**src/rtl/spine_out_arbiter.sv**
```systemverilog
// Per-output-port packet arbiter for the spine router crossbar.
// Round-robin grant across NUM_REQ input ports, held for a whole packet until
// the tail flit, with one registered flit per cycle towards the output FIFO.
// Optional stall watchdog: define SPINE_ARB_WATCHDOG_EN to build it.
module spine_out_arbiter #(
  parameter int unsigned NUM_REQ = 11,
  parameter int unsigned DWIDTH  = 16,
  parameter int unsigned IDXW    = 4,
  parameter int unsigned TIMEOUT = 64
) (
  input  logic                      clk,
  input  logic                      reset,
  input  logic [NUM_REQ-1:0]        req,
  input  logic [NUM_REQ*DWIDTH-1:0] req_data,
  input  logic [NUM_REQ-1:0]        req_last,
  output logic [NUM_REQ-1:0]        req_ready,
  output logic [DWIDTH-1:0]         out_data,
  output logic                      out_valid,
  input  logic                      out_fifo_full,
  output logic [NUM_REQ-1:0]        grant_onehot,
  output logic                      busy,
  output logic                      err_timeout
);

  // Elaboration-time parameter sanity checks.
  if ((1 << IDXW) < NUM_REQ) begin : g_bad_idxw
    $error("IDXW too narrow for NUM_REQ");
  end
  if (TIMEOUT == 0) begin : g_bad_timeout
    $error("TIMEOUT must be non-zero");
  end

  typedef enum logic [0:0] {StIdle, StLock} state_e;

  state_e              state_q;
  logic [IDXW-1:0]     rr_ptr_q;
  logic [IDXW-1:0]     gnt_idx_q;
  logic [IDXW-1:0]     win_idx;
  logic [IDXW-1:0]     cand;
  logic [IDXW:0]       cand_sum;
  logic [IDXW-1:0]     next_ptr;
  logic                win_found;
  logic                xfer;
  logic                stall_hit;
  logic [DWIDTH-1:0]   gnt_data;

  // Round-robin pick: first set req bit scanning upward from rr_ptr_q, wrapping.
  always_comb begin
    win_idx   = '0;
    win_found = 1'b0;
    cand_sum  = '0;
    cand      = '0;
    for (int unsigned k = 0; k < NUM_REQ; k++) begin
      cand_sum = {1'b0, rr_ptr_q} + (IDXW+1)'(k);
      if (cand_sum >= (IDXW+1)'(NUM_REQ)) begin
        cand_sum = cand_sum - (IDXW+1)'(NUM_REQ);
      end
      cand = cand_sum[IDXW-1:0];
      if (!win_found && req[cand]) begin
        win_found = 1'b1;
        win_idx   = cand;
      end
    end
  end

  // Only the owner is offered ready; reset blocks acceptance in its own cycle.
  always_comb begin
    req_ready = '0;
    if (state_q == StLock && !out_fifo_full && !reset) begin
      req_ready[gnt_idx_q] = 1'b1;
    end
  end

  assign xfer     = (state_q == StLock) && req[gnt_idx_q] && !out_fifo_full && !reset;
  assign gnt_data = req_data[gnt_idx_q*DWIDTH +: DWIDTH];
  assign next_ptr = (gnt_idx_q == IDXW'(NUM_REQ - 1)) ? '0 : gnt_idx_q + 1'b1;
  assign busy     = (state_q == StLock);

`ifdef SPINE_ARB_WATCHDOG_EN
  localparam int unsigned StallW = $clog2(TIMEOUT + 1);

  logic [StallW-1:0] stall_q;

  // Fires on the TIMEOUT-th consecutive LOCK cycle without a transfer.
  assign stall_hit = (state_q == StLock) && !xfer && (stall_q == StallW'(TIMEOUT - 1));

  // Stall counter: cleared in IDLE (so LOCK starts at 0) and on every transfer.
  always_ff @(posedge clk) begin
    if (reset) begin
      stall_q <= '0;
    end else if (state_q == StIdle || xfer || stall_hit) begin
      stall_q <= '0;
    end else begin
      stall_q <= stall_q + 1'b1;
    end
  end
`else
  assign stall_hit = 1'b0;
`endif

  // Arbiter FSM with registered flit, strobe, grant and timeout outputs.
  always_ff @(posedge clk) begin
    if (reset) begin
      state_q      <= StIdle;
      rr_ptr_q     <= '0;
      gnt_idx_q    <= '0;
      grant_onehot <= '0;
      out_valid    <= 1'b0;
      out_data     <= '0;
      err_timeout  <= 1'b0;
    end else begin
      out_valid   <= xfer;
      err_timeout <= stall_hit;
      if (xfer) begin
        out_data <= gnt_data;
      end
      unique case (state_q)
        StIdle: begin
          if (win_found) begin
            state_q      <= StLock;
            gnt_idx_q    <= win_idx;
            grant_onehot <= NUM_REQ'(1) << win_idx;
          end
        end
        StLock: begin
          if ((xfer && req_last[gnt_idx_q]) || stall_hit) begin
            state_q      <= StIdle;
            rr_ptr_q     <= next_ptr;
            grant_onehot <= '0;
          end
        end
        default: state_q <= StIdle;
      endcase
    end
  end

endmodule

```
**config.mk**
```make
export PLATFORM = sky130hd
export DESIGN_NAME = spine_out_arbiter
export DESIGN_NICKNAME = d
export VERILOG_FILES = /design/src/rtl/spine_out_arbiter.sv
export SDC_FILE = /design/constraint.sdc
export NUM_CORES = 1
export LEC_CHECK = 0
export BUFFER_PORTS_ARGS = -buffer_cell sky130_fd_sc_hd__buf_2
export CAP_MARGIN = 25
export CORE_ASPECT_RATIO = 0.6
export CORE_MARGIN = 2
export CORE_UTILIZATION = 55
export CTS_CLUSTER_DIAMETER = 80
export CTS_CLUSTER_SIZE = 8
export DETAILED_ROUTE_END_ITERATION = 8
export HOLD_SLACK_MARGIN = 0.15
export PLACE_DENSITY_LB_ADDON = 0.15
export SYNTH_ARGS = -nofsm -noshare
export SYNTH_HDL_FRONTEND = slang
export SYNTH_SLANG_ARGS = --single-unit
```
**constraint.sdc**
```tcl
create_clock -name clk -period 12.81 [get_ports clk]
set_input_delay 1.9215 -clock clk [delete_from_list [all_inputs] [get_ports clk]]
set_output_delay 1.9215 -clock clk [all_outputs]
set_load 0.01 [all_outputs]
```
# Yosys cells after proc, flatten, opt, wreduce, memory -nomap -nowiden
# Index checks and enable logic that the tools add are counted.
# totals
inputBits,201
output_inout_bits,41
wordCells,159
regBits,37
# classes
bitwise_logic,1
muxes,69
magnitude_cmp,24
reduce_logical,32
eq_ne,3
shift,2
n_addsub,22
# op_table
operator,n
$shiftx A176 B9 Y16,1
$mux W4,23
$lt A4 B5 Y1 const B,12
$bmux W1 S4,13
$ge A5 B4 Y1 const B,10
$sub A4 B4 Y4 const B,11
$mux W11,3
$mux W1,27
$pmux W11 S2,1
$add A4 B3 Y5 const B,4
$logic_and A1 B1 Y1,17
$add A4 B4 Y5 const B,3
$logic_not A1 Y1,12
$shl A1 B4 Y11 const A,1
$add A4 B2 Y5 const B,2
$reduce_and A2 Y1,3
$add A4 B1 Y5 const B,1
$add A4 B1 Y4 const B,1
$demux W1 S4,1
$eq A4 B4 Y1 const B,1
$ge A4 B1 Y1 const B,1
$ge A4 B4 Y1 const B,1
$ne A2 B1 Y1 const B,1
$ne A2 B2 Y1 const B,1
other kinds (2),2

# Depth between registers and ports, before layout
# Gate-level depths: netlist of the first run.
# depth
word_depth,38
depth_mapped,23
depth_no_buf,15

# Worst setup path after synthesis of the first run
# Ideal clock, no wire load.
# synth_timing
path_type,input -> register
from,input port req[3]
to,register grant_onehot[3]
setup_slack_ns,8.027
required_time_ns,12.745
n_path_buf,2
setup_time_ns,0.065
arrival_ns,4.718
path_stages,15
cell_sequence,clkbuf_1 -> mux2_2 -> o22ai_1 -> a22o_1 -> nor4_1 -> nor3_2 -> o211ai_1 -> or3_1 -> buf_2 -> nor3_1 -> o21ai_0 -> a21o_1 -> nor4b_4 -> a32oi_1 -> nor2_1
# synth_via
elab_chain_cells,36
elab_cells_between_ends,76
cone_classes,eq/ne (2); shift (1); mux (48); reduce/logical (25)
# synth_lines
item,line_no,text
start: declaration,13,"input logic [NUM_REQ-1:0] req,"
$bmux W1 S4,59,if (!win_found && req[cand]) begin
$mux W1 (not written as such),59,
$mux W1,59,
$logic_not A1 Y1,59,
$logic_and A1 B1 Y1,59,
$mux W1,59,
$logic_not A1 Y1,59,
$logic_and A1 B1 Y1,59,
[20 not listed],n/a,
$logic_and A1 B1 Y1,59,
$mux W1,59,
$logic_not A1 Y1,59,
$logic_and A1 B1 Y1,59,
$mux W4,59,
$shl A1 B4 Y11,122,grant_onehot <= NUM_REQ'(1) << win_idx;
$mux W11,119,if (win_found) begin
$pmux W11 S2,117,unique case (state_q)
end signal: assignment,122,
end: declaration,20,"output logic [NUM_REQ-1:0] grant_onehot,"
# Parallel ways exist; a longest one is shown, timed or not. The select of a mux whose other input is x is not followed.
# A chain may end at the register's enable or synchronous reset.

# Worst setup path in the final report of the first run
# layout_timing
from,register rr_ptr_q[1]
to,register grant_onehot[3]
# layout_via
elab_chain_cells,38
elab_cells_between_ends,112
cone_classes,add/sub (21); order compare (11); eq/ne (1); shift (1); mux (57); reduce/logical (21)
# layout_lines
item,line_no,text
start: declaration,36,logic [IDXW-1:0] rr_ptr_q;
start signal: assignment,128,rr_ptr_q <= next_ptr;
branches (longest 38 deep; another with $add A4 B1 Y5),n/a,
# Several ways; the timed one is not identified. The select of a mux whose other input is x is not followed.

==> results by group, run 1 <==
Timing
  • Worst-Margin Slew: between 1000 and 1500 ps
  • Final period util: 0.490
  • Max Transition Viols Final: 0
  • RSZ-0062 raised after global routing: false
  • Count of final setup violators: 0
  • Final hold vios: 0
  • Slew margin rel.: 0.330
  • Setup TNS: 0 ps
  • Max Fclk: between 0.15 and 0.2 GHz
  • Clock Skews: between 3 and 4 ps
  • Minimum clock period: ~6300 ps
  • Hold Slack: between 400 and 500 ps

Setup path
  • Worst reg2reg path depth: 17
  • Worst-path fanout max: 41
  • Crit path arrival time: around 6500 ps
  • Critical path type: flip-flop to flip-flop
  • FF-to-FF End: grant_onehot[3]
  • CP Data Required Time: 13030 ps
  • Critical Path Start Type: flip-flop
  • Setup crit end kind: flip-flop
  • Reg2reg start: rr_ptr_q[1]
  • Reg2reg setup slack: 6530 ps

Clocking
  • Cts hold-fix bufs: 0
  • H-Tree Depth: 2
  • Clk Latency, worst-skew pair: 290 ps
  • CTS tree: yes
  • Max clock buf depth: 2
  • CTS resizes: 0
  • Clock sink count: 37
  • Setup Fix Bufs, Post-CTS: 0
  • CTS root buf: clkbuf_16
  • Clk slew on worst S/H paths: roughly 60 ps
  • CTS buffer count: 5

Pwr
  • Comb power frac: 0.664
  • Pwr/cell area: about 96 nW/um^2
  • Power, Total: 0.000898 W
  • Internal power: 0.000455 W
  • Clk pwr share: 0.173
  • Switching share of power: 0.494
  • Seq pwr share: 0.163
  • NetSw: approximately 0.00044 W
  • Peak VDD IR: about 0.000074 V
  • Leakage Power: 3.91 nW

GRT
  • Met1 GRT Util: 0.661
  • Initial antenna violation count: 5
  • Number of global-route vias before repair: between 9000 and 10000
  • GR Util met3: 0.198
  • Largest net degree at the start of global routing: 68
  • Total GRT Usage: 0.452
  • First-pass GRT wire length: roughly 55000 um
  • Most Crowded Layer GR: met1
  • Met2 usage: 0.601
  • Total gr overflow: 0

Yosys
  • Post-Syn Instances: 1135
  • Most area-hungry cell type in the Yosys netlist: mux4_2
  • Ys async rst share: 0
  • Ys flop type: dfxtp_1
  • Post-synthesis area per instance: 7.10 sq um
  • Synth warn: 0
  • Post-synth EDFFs: 0
  • Area share of the largest cell type after synthesis: 0.109
  • Syn_nets: between 1000 and 1500
  • Sequential share of the synthesized area: 0.0919
  • Post-Syn Area: ~8100 sq um
  • Synth cell types: 101
  • Area contributors post-synth: mux4_2 11%, dfxtp_1 9.2%, nor2_1 7.0%
  • #FFs+latches synth: 37

Die
  • Initial Utilization: 0.559
  • Width of the die: between 150 and 200 um
  • IO Count: around 240
  • Rows: 34
  • Die area: 15700 sq um
  • Core area: about 14000 sq um
  • Die H: about 100 um

Routing
  • Initial DRC Count: around 1900
  • DRT Wirelength: 36600 um
  • Via count: 10600
  • Number of vias per cell: 7.12
  • DR WL/cell: 24.5 um
  • # DRC: 30
  • Detailed Routing Iterations Pass 1: 9
  • DRT antenna net count: 0

Placed design
  • Number of buffers added on ports: 240
  • Post-placement cell area: 9180 sq um
  • Placed wire-length estimate: between 20000 and 30000 um
  • Placed Instances: approximately 1500
  • GPL Wtd Cong: 1.15

Final layout
  • Ant diodes: 0
  • Most used cells in the layout excluding fill and tap cells: 241 x buf_2, 151 x nor2_1, 107 x a21oi_1, 83 x nand2_1, 72 x o21ai_0
  • FILL cells: roughly 1300
  • Layout cells sized above 1: 0.276
  • Finished Layout Cells: around 1500
  • Final instance area: roughly 9400 sq um
  • Commonest non-fill, non-tap cell in the layout: buf_2
  • Final net count: approximately 1500
  • Multi-input logic area: ~6700 sq um
  • Area Overhead vs Synth: 16.3%
  • Reg area: 749 sq um

Hold path
  • HP Start: grant_onehot[5]
  • Hold Path End: grant_onehot[5]
  • Hold depth: 1
  • Min-delay worst type: flip-flop to flip-flop

Outcome
  • Failing checks: DRC
  • Status: complete, but fails checks

Run
  • Max-cap viol count: 0
[sequential cells by signal (all words and copies together) (netlist names)]
signal and cells:
gnt_idx_q 4, out_valid 1, out_data 16, rr_ptr_q 4, busy 1, grant_onehot 11
[layout make-up]
| class | instances | area share |
|---|---|---|
| clock inverter | 2 | 0.00414 |
| sequential | 37 | 0.0799 |
| multi-input combinational | 957 | 0.718 |
| clock buffer | 6 | 0.0160 |
| inverter | 33 | 0.0132 |
| timing repair buffer | 258 | 0.142 |
| tap | 198 | 0.0264 |
[power by group through the flow]
stage	registers, W	logic, W	clock network (W)
2_1_floorplan	0.000135	0.000399	0
3_3_place_gp	0.000148	0.000564	0
3_5_place_dp	0.000149	0.000563	0
4_1_cts	0.000146	0.000565	0.000156
5_1_grt	0.000149	0.000632	0.000162
6_report	0.000146	0.000596	0.000155
[worst max path at each step]
stage	from	endpoint	slack (ps)	depth (start not counted)
after detailed placement	rr_ptr_q[1]	grant_onehot[3]	6810	18
final	rr_ptr_q[1]	grant_onehot[3]	6530	17
after global routing	rr_ptr_q[1]	grant_onehot[3]	6100	18
after CTS	rr_ptr_q[1]	grant_onehot[3]	6790	18
after global placement	rr_ptr_q[1]	grant_onehot[3]	7000	18
after floorplan	req[3]	grant_onehot[3]	8030	15
[synthesized netlist by cell type, types with 5 or more instances]
library cell,number
nor3_1,31
a221o_1,8
or3_1,10
o31ai_1,12
a31o_2,5
xnor2_1,18
mux2i_1,46
a2111oi_0,5
mux2_2,11
a22oi_1,13
a21o_1,16
and2_1,8
nand3_1,32
o21ai_1,7
o211ai_1,11
a211oi_1,34
nand2_1,83
a221oi_1,6
a31oi_1,13
buf_1,5
a211o_1,9
dfxtp_1,37
mux4_2,39
a32oi_1,5
buf_4,5
a21oi_1,107
a22o_1,5
o2111ai_1,9
nand2b_1,12
o21ai_0,72
a32o_1,5
nor2_1,151
inv_1,30
ha_1,16
o221ai_1,8
o22ai_1,8
and3_1,13
clkbuf_1,62
buf_2,35
nor2b_1,9
nand4_1,8
nor4_1,9
[cell families (layout without fill, tap and decap cells)]
kind of cell             after synthesis  count (layout)  synth area share
AO/OA/AOI/OAI                        423             423             0.364
XOR/XNOR                              24              24            0.0289
adder cells (fa/ha/maj)               16              16            0.0248
buffers and inverters                141             299            0.0736
flip-flops                            37              37            0.0919
multiplexers                          96              96             0.181
other                                  1               1          0.000465
AND/OR/NAND/NOR                      397             397             0.235
[through the flow]
stage | setup WS (ps) | util
5_1_grt | 6100 | 0.650
6_report | 6530 | 0.650
2_1_floorplan | 8030 | -
4_1_cts | 6790 | 0.650
3_5_place_dp | 6810 | 0.637
3_3_place_gp | 7000 | 0.637
[critical path, cell delays in order (launching register included)]
cell	delay (ps)
dfxtp_1	310
buf_4	390
clkinv_1	480
ha_2	590
buf_4	350
nor2b_1	800
mux2i_1	220
o221ai_1	250
a21oi_1	130
nor3_2	460
o211ai_1	240
or3_1	540
nor3_1	360
o21ai_0	180
a21o_1	260
nor4b_4	370
a32oi_1	150
nor2_1	110
[metal layers]
metal  routed length, um  up-vias
met5                  13        -
met4                1080        2
met3                6450      126
met2               13900      920
met1               15100     4917
li1                    -     4652
Power figures use the tool's default switching activity.
==> inputs of run 2 (changes only) <==
- ABC_AREA: default -> 1
- CORE_UTILIZATION: 55 -> 46
- clock period: 12.81 -> 5.35 ns (I/O delays scaled with it)
==> results by group, run 2 <==
Yosys
  • Synth warn: 0 (unchanged)
  • Most area-hungry cell type in the Yosys netlist: nand2_1
  • Area contributors post-synth: nand2_1 19%, dfxtp_1 12%, nand3_1 11%
  • Sequential share of the synthesized area: 0.119 (+0.0270)
  • Area share of the largest cell type after synthesis: 0.192 (+0.0832)
  • Ys async rst share: 0 (unchanged)
  • Ys flop type: dfxtp_1
  • Syn_nets: 1304 (-3.6%)
  • Commonest cells in the netlist: 319 x nand2_1, 131 x nand3_1, 92 x inv_1
  • #FFs+latches synth: 37 (unchanged)
  • Synth cell types: 48 (-52%)
  • Post-synthesis area per instance: 5.73 sq um (-19%)
  • Top-count cell post-synth: nand2_1
  • Post-Syn Area: 6230 sq um (-23%)
  • Post-synth EDFFs: 0 (unchanged)
  • Post-Syn Instances: 1087 (-4.2%)

Setup path
  • Setup crit end kind: flip-flop
  • Worst-path fanout max: 13 (-68%)
  • Reg2reg start: rr_ptr_q[1]
  • CP Data Required Time: 5570 ps (-7460 ps)
  • CP Launch Point: rr_ptr_q[1]
  • Critical path type: flip-flop to flip-flop
  • FF-to-FF End: grant_onehot[0]
  • Worst reg2reg path depth: 22 (+5)
  • Reg2reg setup slack: 740 ps (-5790 ps)
  • Critical Path Start Type: flip-flop
  • Crit path arrival time: 4830 ps (-1670 ps)

Final layout
  • Most used cells in the layout excluding fill and tap cells: 319 x nand2_1, 240 x buf_2, 131 x nand3_1, 92 x inv_1, 80 x a22oi_1
  • Finished Layout Cells: 1471 (-1.3%)
  • Final instance area: 7660 sq um (-18%)
  • Util after Layout: 0.589 (-0.0615)
  • Commonest non-fill, non-tap cell in the layout: nand2_1
  • Max reg flops: 16 (unchanged)
  • Final net count: 1517 (+0.53%)
  • Ant diodes: 0 (unchanged)
  • Regs by FF count: out_data: 16 flops, grant_onehot: 11 flops
  • Layout cells sized above 1: 0.280 (+0.00368)
  • FILL cells: 1356 (+4.5%)
  • Area Overhead vs Synth: 22.9%
  • Top reg by flops: out_data

Die
  • Width of the die: 154 um (-3.8%)
  • Rows: 32 (-5.9%)
  • Die H: 94.2 um (-3.7%)
  • Core area: 13000 sq um (-9.8%)
  • IO Count: 242 (unchanged)
  • Die area: 14500 sq um (-7.3%)
  • Initial Utilization: 0.479 (-0.0801)

Placed design
  • Placed wire-length estimate: 22300 um (-21%)
  • GPL Wtd Cong: 1.03 (-10%)
  • Number of buffers added on ports: 240 (unchanged)
  • Post-placement cell area: 7520 sq um (-18%)
  • Placed Instances: 1463 (-1.3%)

Pwr
  • NetSw: 0.000701 W (+58%)
  • Pwr/cell area: 188 nW/um^2 (+96%)
  • Leakage Power: 3.94 nW (+0.64%)
  • Comb power frac: 0.577 (-0.087)
  • Switching share of power: 0.488 (-0.00596)
  • Internal power: 0.000736 W (+62%)
  • Seq pwr share: 0.217 (+0.054)
  • Peak VDD IR: 0.000137 V (+86%)
  • Clk pwr share: 0.206 (+0.033)

Clocking
  • Max clock buf depth: 2 (unchanged)
  • H-Tree Depth: 2 (unchanged)
  • Cts hold-fix bufs: 0 (unchanged)
  • CTS buffer count: 5 (unchanged)
  • CTS tree: yes
  • Clk slew on worst S/H paths: 60 ps (about the same)
  • Clock sink count: 37 (unchanged)
  • Clk Latency, worst-skew pair: 290 ps (about the same)
  • CTS resizes: 0 (unchanged)
  • CTS root buf: clkbuf_16
  • Setup Fix Bufs, Post-CTS: 0 (unchanged)

GRT
  • Number of global-route vias before repair: 7211 (-23%)
  • Total GRT Usage: 0.362 (-0.0903)
  • First-pass GRT wire length: 41000 um (-26%)
  • Total gr overflow: 0 (unchanged)
  • Initial antenna violation count: 0 (-5)
  • Largest net degree at the start of global routing: 53 (-22%)

Outcome
  • Status: complete, no violations

Timing
  • Setup TNS: 0 ps (unchanged)
  • Final hold vios: 0 (unchanged)
  • RSZ-0062 raised after global routing: false
  • Hold Slack: 474 ps (+8.43 ps)
  • Clock Skews: 7.52 ps (+3.72 ps)
  • Count of final setup violators: 0 (unchanged)
  • Max Fclk: 0.217 GHz (+36%)
  • Slew margin rel.: 0.294 (-0.0359)
  • Worst-Margin Slew: 1060 ps (+54.0 ps)
  • Final period util: 0.861 (+0.371)
  • Max Transition Viols Final: 0 (unchanged)
  • Minimum clock period: 4610 ps (-1670 ps)

Routing
  • Detailed Routing Iterations Pass 1: 5 (-4)
  • DRT antenna net count: 0 (unchanged)
  • # DRC: 0 (-100%)
  • Initial DRC Count: 1077 (-44%)
  • DRT Wirelength: 27600 um (-25%)
  • Number of vias per cell: 5.94 (-17%)
  • Via count: 8736 (-18%)
  • DR WL/cell: 18.8 um (-24%)

Hold path
  • HP Start: grant_onehot[3]
  • Hold depth: 2 (+1)
  • Hold Path End: grant_onehot[3]
  • Min-delay worst type: flip-flop to flip-flop

Run
  • Max-cap viol count: 0 (unchanged)
-- run 2: changes by cell type after synthesis, moves of 46 or more --
| cell | change |
|---|---|
| a21oi_1 | -76 |
| a22oi_1 | +67 |
| inv_1 | +62 |
| mux2i_1 | -46 |
| nand2_1 | +236 |
| nand3_1 | +99 |
| nor2_1 | -89 |
-- run 2: cells by family (layout without fill, tap and decap cells) --
family	Yosys count	after routing	share of synthesized area
AO/OA/AOI/OAI	260	260	0.273
adder cells (fa/ha/maj)	16	16	0.0321
AND/OR/NAND/NOR	608	608	0.457
buffers and inverters	158	372	0.107
flip-flops	37	37	0.119
XOR/XNOR	7	7	0.0110
other	1	1	0.000602
-- run 2: power by group through the flow --
stage / logic [W] / registers [W] / clock network (W)
detailed placement: 0.000799 / 0.000317 / 0
global route: 0.000910 / 0.000314 / 0.000306
floorplan: 0.000545 / 0.000318 / 0
finish: 0.000828 / 0.000312 / 0.000296
global placement: 0.000791 / 0.000317 / 0
CTS: 0.000803 / 0.000311 / 0.000293
-- run 2: cell type report --
cell class / count / area, sq um / share of cell area
Clock inverter: 3 / 17.5 / 0.00229
Timing Repair Buffer: 249 / 1270 / 0.166
Inverter: 115 / 452 / 0.0590
Tap cell: 170 / 213 / 0.0278
Sequential cell: 37 / 741 / 0.0967
Clock buffer: 5 / 125 / 0.0163
Multi-Input combinational cell: 892 / 4840 / 0.632
-- run 2: per-layer routing --
metal	vias up	GRT usage	routed length [um]	part of all wire
li1	4152	-	-	-
met1	3997	0.569	12700	0.46
met2	555	0.462	10500	0.38
met3	32	0.130	4030	0.15
met4	0	0.0432	355	0.013
met5	-	0	0	0
-- run 2: how the worst max path moves through the flow --
stage | to | cells after the start | slack, ps
floorplan | gnt_idx_q[2] | 30 | 1860
global placement | grant_onehot[0] | 22 | 1030
detailed placement | grant_onehot[0] | 22 | 850
CTS | grant_onehot[0] | 22 | 850
global route | grant_onehot[0] | 22 | 370
finish | grant_onehot[0] | 22 | 740
-- run 2: metrics by stage --
stage	worst slack (ps)	total power (W)
3_5_place_dp	852	0.00112
6_report	741	0.00144
4_1_cts	847	0.00141
5_1_grt	371	0.00153
2_1_floorplan	1860	0.000863
3_3_place_gp	1030	0.00111
-- run 2: worst max-delay path, cell delays in order (launching register included) --
cell,delay (ps)
dfxtp_1,630
inv_1,280
ha_1,550
inv_4,140
nand2_2,140
nand2_1,60
nand2_1,70
nand2_2,90
xor2_1,570
o21ai_0,190
o21ai_1,110
nor3_1,60
o31ai_1,100
nand2_2,190
nor2_8,210
nand2_4,80
nor2_8,120
nand2_2,50
nand2_1,250
nand2_1,110
inv_2,250
nand2_1,90
a21oi_1,160
